### src/rtl/fu_mul_pipe.sv
// Pipelined RV32M-style multiply unit: one op per cycle, tag carried with each op,
// output backpressure stalls the whole pipe, flush kills everything in flight.
module fu_mul_pipe #(
   parameter int unsigned XLEN    = 32,
   parameter int unsigned LATENCY = 6,
   parameter int unsigned TAG_W   = 4,
   localparam int unsigned CNT_W  = $clog2(LATENCY + 1)
) (
   input  logic             clk,
   input  logic             rst,
   input  logic             in_valid,
   output logic             in_ready,
   input  logic [1:0]       op,
   input  logic [XLEN-1:0]  a,
   input  logic [XLEN-1:0]  b,
   input  logic [TAG_W-1:0] tag,
   input  logic             flush,
   output logic             out_valid,
   input  logic             out_ready,
   output logic [XLEN-1:0]  out_res,
   output logic [TAG_W-1:0] out_tag,
   output logic [CNT_W-1:0] occupancy
);

   localparam int unsigned PW = 2 * XLEN;

   logic [LATENCY-1:0] vld_q;
   logic [XLEN-1:0]    res_q [LATENCY];
   logic [TAG_W-1:0]   tag_q [LATENCY];

   logic            advance;
   logic            accept;
   logic            out_hs;
   logic            a_sgn;
   logic            b_sgn;
   logic [PW-1:0]   a_w;
   logic [PW-1:0]   b_w;
   logic [PW-1:0]   prod;
   logic [XLEN-1:0] res_d;

   assign out_valid = vld_q[LATENCY-1];
   assign out_res   = res_q[LATENCY-1];
   assign out_tag   = tag_q[LATENCY-1];

   // Whole pipe moves together; flush dominates the output handshake.
   assign advance  = ~out_valid | out_ready;
   assign in_ready = advance & ~flush;
   assign accept   = in_valid & in_ready;
   assign out_hs   = out_valid & out_ready & ~flush;

   // Single multiply at entry. Operands are extended straight to 2*XLEN bits:
   // the low 2*XLEN bits of the product are all any variant needs, so the
   // extra sign bits of the (XLEN+1)-bit formulation never have to exist.
   always_comb begin
      a_sgn = ((op == 2'b01) || (op == 2'b10)) & a[XLEN-1];
      b_sgn = (op == 2'b01) & b[XLEN-1];
      a_w   = {{XLEN{a_sgn}}, a};
      b_w   = {{XLEN{b_sgn}}, b};
      prod  = a_w * b_w;
      res_d = (op == 2'b00) ? prod[XLEN-1:0] : prod[PW-1:XLEN];
   end

   // Stage valid bits: shift on advance, cleared by flush or reset.
   always_ff @(posedge clk or posedge rst) begin
      if (rst) begin
         vld_q <= '0;
      end else if (flush) begin
         vld_q <= '0;
      end else if (advance) begin
         vld_q[0] <= accept;
         for (int i = 1; i < int'(LATENCY); i++) begin
            vld_q[i] <= vld_q[i-1];
         end
      end
   end

   // Result/tag retiming registers; hold whenever the output is stalled.
   always_ff @(posedge clk or posedge rst) begin
      if (rst) begin
         for (int i = 0; i < int'(LATENCY); i++) begin
            res_q[i] <= '0;
            tag_q[i] <= '0;
         end
      end else if (advance) begin
         res_q[0] <= res_d;
         tag_q[0] <= tag;
         for (int i = 1; i < int'(LATENCY); i++) begin
            res_q[i] <= res_q[i-1];
            tag_q[i] <= tag_q[i-1];
         end
      end
   end

   // Occupancy tracks accepts minus completed output handshakes.
   always_ff @(posedge clk or posedge rst) begin
      if (rst) begin
         occupancy <= '0;
      end else if (flush) begin
         occupancy <= '0;
      end else begin
         case ({accept, out_hs})
            2'b10:   occupancy <= occupancy + CNT_W'(1);
            2'b01:   occupancy <= occupancy - CNT_W'(1);
            default: occupancy <= occupancy;
         endcase
      end
   end

endmodule

### config.mk
export PLATFORM = sky130hd
export DESIGN_NAME = fu_mul_pipe
export DESIGN_NICKNAME = d
export VERILOG_FILES = /design/src/rtl/fu_mul_pipe.sv
export SDC_FILE = /design/constraint.sdc
export NUM_CORES = 2
export LEC_CHECK = 0
export BUFFER_PORTS_ARGS = -buffer_cell sky130_fd_sc_hd__buf_2
export CAP_MARGIN = 40
export CORE_MARGIN = 2
export CORE_UTILIZATION = 55
export CTS_CLUSTER_SIZE = 28
export DETAILED_ROUTE_END_ITERATION = 10
export PLACE_DENSITY = 0.76
export SYNTH_ARGS = -nofsm -noshare
export SYNTH_HDL_FRONTEND = slang
export SYNTH_SLANG_ARGS = --single-unit
export TNS_END_PERCENT = 20
### constraint.sdc
create_clock -name clk -period 7.8 [get_ports clk]
set_clock_uncertainty 0.15 [all_clocks]
set_input_delay 0.78 -clock clk [delete_from_list [all_inputs] [get_ports clk]]
set_output_delay 0.78 -clock clk [all_outputs]
set_load 0.01 [all_outputs]
==> results by group <==
Floorplanning
  – Die Span Y: 296 microns
  – Core Area: 84900 sq um
  – Site Rows: 107
  – Die W: 296 microns
  – Ports: 116
  – Initial core utilization: 55.3%
  – Die ar.: 87700 sq um

Outcome
  – Failing checks: setup timing
  – Status: finished with violations

STA
  – Final Cycle Share: 100%
  – Slew HR: 30.7%
  – Hold Vio Cnt, Final: 0
  – Final setup viols: 1
  – Worst-margin pin slew: 1.04 ns
  – F_max: 0.128 GHz
  – Post-layout min period: 7.81 ns
  – Post-route worst setup slack: -0.0125 ns
  – RSZ-0062 raised after global routing: yes
  – Slew Viols, Final: 0

Synth
  – Largest cells by area after synthesis: fa_1 (48%), dfrtp_1 (12%), nand2_1 (11%)
  – Syn Inst Count: 5258
  – Post-synth top area share: 48.0%
  – Yosys cell types: 70
  – Syn Nets: 6673
  – Post-synthesis cell area: 46900 sq um
  – Leading area contributor after synthesis: fa_1
  – Async S/R FF share, synth: 100%
  – Ys Warns: 0
  – Syn avg cell area: 8.93 sq um
  – FF+latch count, synth: 225
  – EDFF count, synth: 0
  – Sequential area share after synthesis: 12.0%
  – Ys flop type: dfrtp_1

Hold path
  – Hold Crit Class: primary input to async pin

Clock network
  – Hold buffer count at cts: 0
  – CTS tree: built
  – CTS Buf Count: 24
  – Sink Count: 225
  – Clock Root Buffer: clkbuf_16
  – Htree depth: 1
  – Clock latency at the later pin of the worst-skew pair: 0.53 ns
  – Bufs on Longest Clock Path: 3
  – Worst-path clk slew: 0.07 ns

Detailed routing
  – ANT nets after route: 0
  – Vias/cell: 5.23
  – DRC: 0
  – Initial DRC count: 2624
  – Via count: 35300
  – Drt wl/cell: 18.0 microns
  – Total Wirelength: 121000 microns
  – Initial DRT Pass Iterations: 5

Setup path
  – Most used cell, CP: fa_1
  – CP max stage delay: 0.71 ns
  – Startpoint types: primary input
  – Worst Path Arrival: 8.05 ns
  – Crit. End Element: flop
  – Critical-path top delay cell: fa_2
  – Critical path data required time: 8.04 ns
  – WS Path Type: primary input to flop
  – Crit path max fanout: 9

Place
  – Inst Count DP: 6685
  – Placer congestion estimate: 0.996
  – Port bufs: 115
  – Detail Placement HPWL: 103000 microns

Global routing
  – Number of global-route vias before repair: 38100
  – Global-route wire length before repair: 197000 microns
  – Gr ovfl total: 0
  – Largest net degree at the start of global routing: 226
  – Antenna violations before repair: 3
  – GRT Util Overall: 28.7%

Final layout
  – Final Net Count: 6996
  – Most common cell after layout, fill and taps aside: nand2_1
  – Area grow syn2layout: 14.1%
  – Cell Count, Final, Fillers Out: 6745
  – Most frequent cells in the layout: nand2_1 (1371), inv_1 (1169), fa_1 (1107)
  – Layout cells sized above 1: 14.6%

Run
  – Total of max-cap violations: 0
[critical path: cells and delay by family]
kind            cells  cell delay, ns
compound gates      7            0.98
buf+inv             8            0.57
simple gates        4            0.68
xor+xnor            1            0.15
fa+ha+maj          10            4.91
[synthesized netlist by cell type (8+ instances only)]
cell,n
clkbuf_1,272
nand4_1,16
dfrtp_1,225
nor2_1,79
inv_1,1198
o21ai_0,43
fa_1,1126
nand2_1,1380
o21a_1,8
ha_1,214
o21bai_1,9
nand3_1,11
buf_4,36
a21oi_1,104
xnor2_1,51
and3_1,21
and2_1,274
or2_2,10
xor2_1,24
o21ai_1,9
nor3_1,9
a31oi_1,11
a21o_1,37
[metrics by stage]
stage | util, % | instance area, sq um | hold slack [ns] | TNS [ns] | setup slack, ns
after global routing | 63.1 | 53500 | 0.0485 | -2.26 | -0.186
final | 63.1 | 53500 | 0.0586 | -0.0125 | -0.0125
after global placement | 61.1 | 51900 | 0.296 | -13.25 | -0.717
after floorplan | - | 47100 | 0.289 | -3.89 | -0.522
after detailed placement | 61.2 | 51900 | 0.301 | -15.55 | -0.799
after CTS | 62.3 | 52900 | 0.0519 | -0.0501 | -0.0350
[path summary, 6_finish.rpt]
check                                   startpoint                 endpoint  slack [ns]  cells past startpoint
max in group asynchronous                      rst    res_q[47]$_DFFE_PP0N_        5.94                      5
min reg2reg                out_res[14]$_DFFE_PP0N_  out_res[14]$_DFFE_PP0N_        0.31                      2
min                                            rst     vld_q[5]$_DFFE_PP0P_        0.06                      2
min in group clk                            tag[3]    tag_q[23]$_DFFE_PP0N_        0.30                      3
max                                          op[1]   res_q[187]$_DFFE_PP0N_       -0.01                     30
max reg2reg                   vld_q[5]$_DFFE_PP0P_   res_q[184]$_DFFE_PP0N_        5.43                      5
[layer usage]
metal / up-vias / routed length (microns) / global-route usage, %
li1: 15700 / - / -
met1: 18100 / 48400 / 38.5
met2: 1258 / 60500 / 48.5
met3: 269 / 7230 / 2.96
met4: 0 / 5160 / 10.8
met5: - / 0 / 0
[sequential cells by signal (all words and copies together), names as in the netlist]
signal     count
tag_q         20
vld_q          6
occupancy      3
out_tag        4
res_q        160
out_res       32
[timing repair]
item | 4_1_cts | 5_1_grt
endpoints found under the hold margin | 0 | 0
pin swaps | 10 | 86
buffers inserted | 4 | 10
setup endpoints to repair | 18 | 28
cloned | 0 | 0
resized for setup | 17 | 143
[area by class of cell]
type | instances | area, sq um
Antenna cell | 2 | 5.00
Clock buffer | 29 | 649
Clock inverter | 15 | 203
Fill cell | 6927 | 31300
Inverter | 1198 | 4530
Multi-Input combinational cell | 3517 | 36100
Sequential cell | 225 | 5630
Tap cell | 1144 | 1430
Timing Repair Buffer | 615 | 5020
[logic make-up after synthesis]
group	Yosys count	share of synthesized area (%)
compound gates	278	3.85
simple gates	1822	16.5
buf+inv	1516	12.5
mux	2	0.0427
xor+xnor	75	1.40
flops	225	12.0
fa+ha+maj	1340	53.7
Power is left out: the tool's default activity adds up to more than one toggle a clock period on the data nets, which glitch-free logic cannot reach.
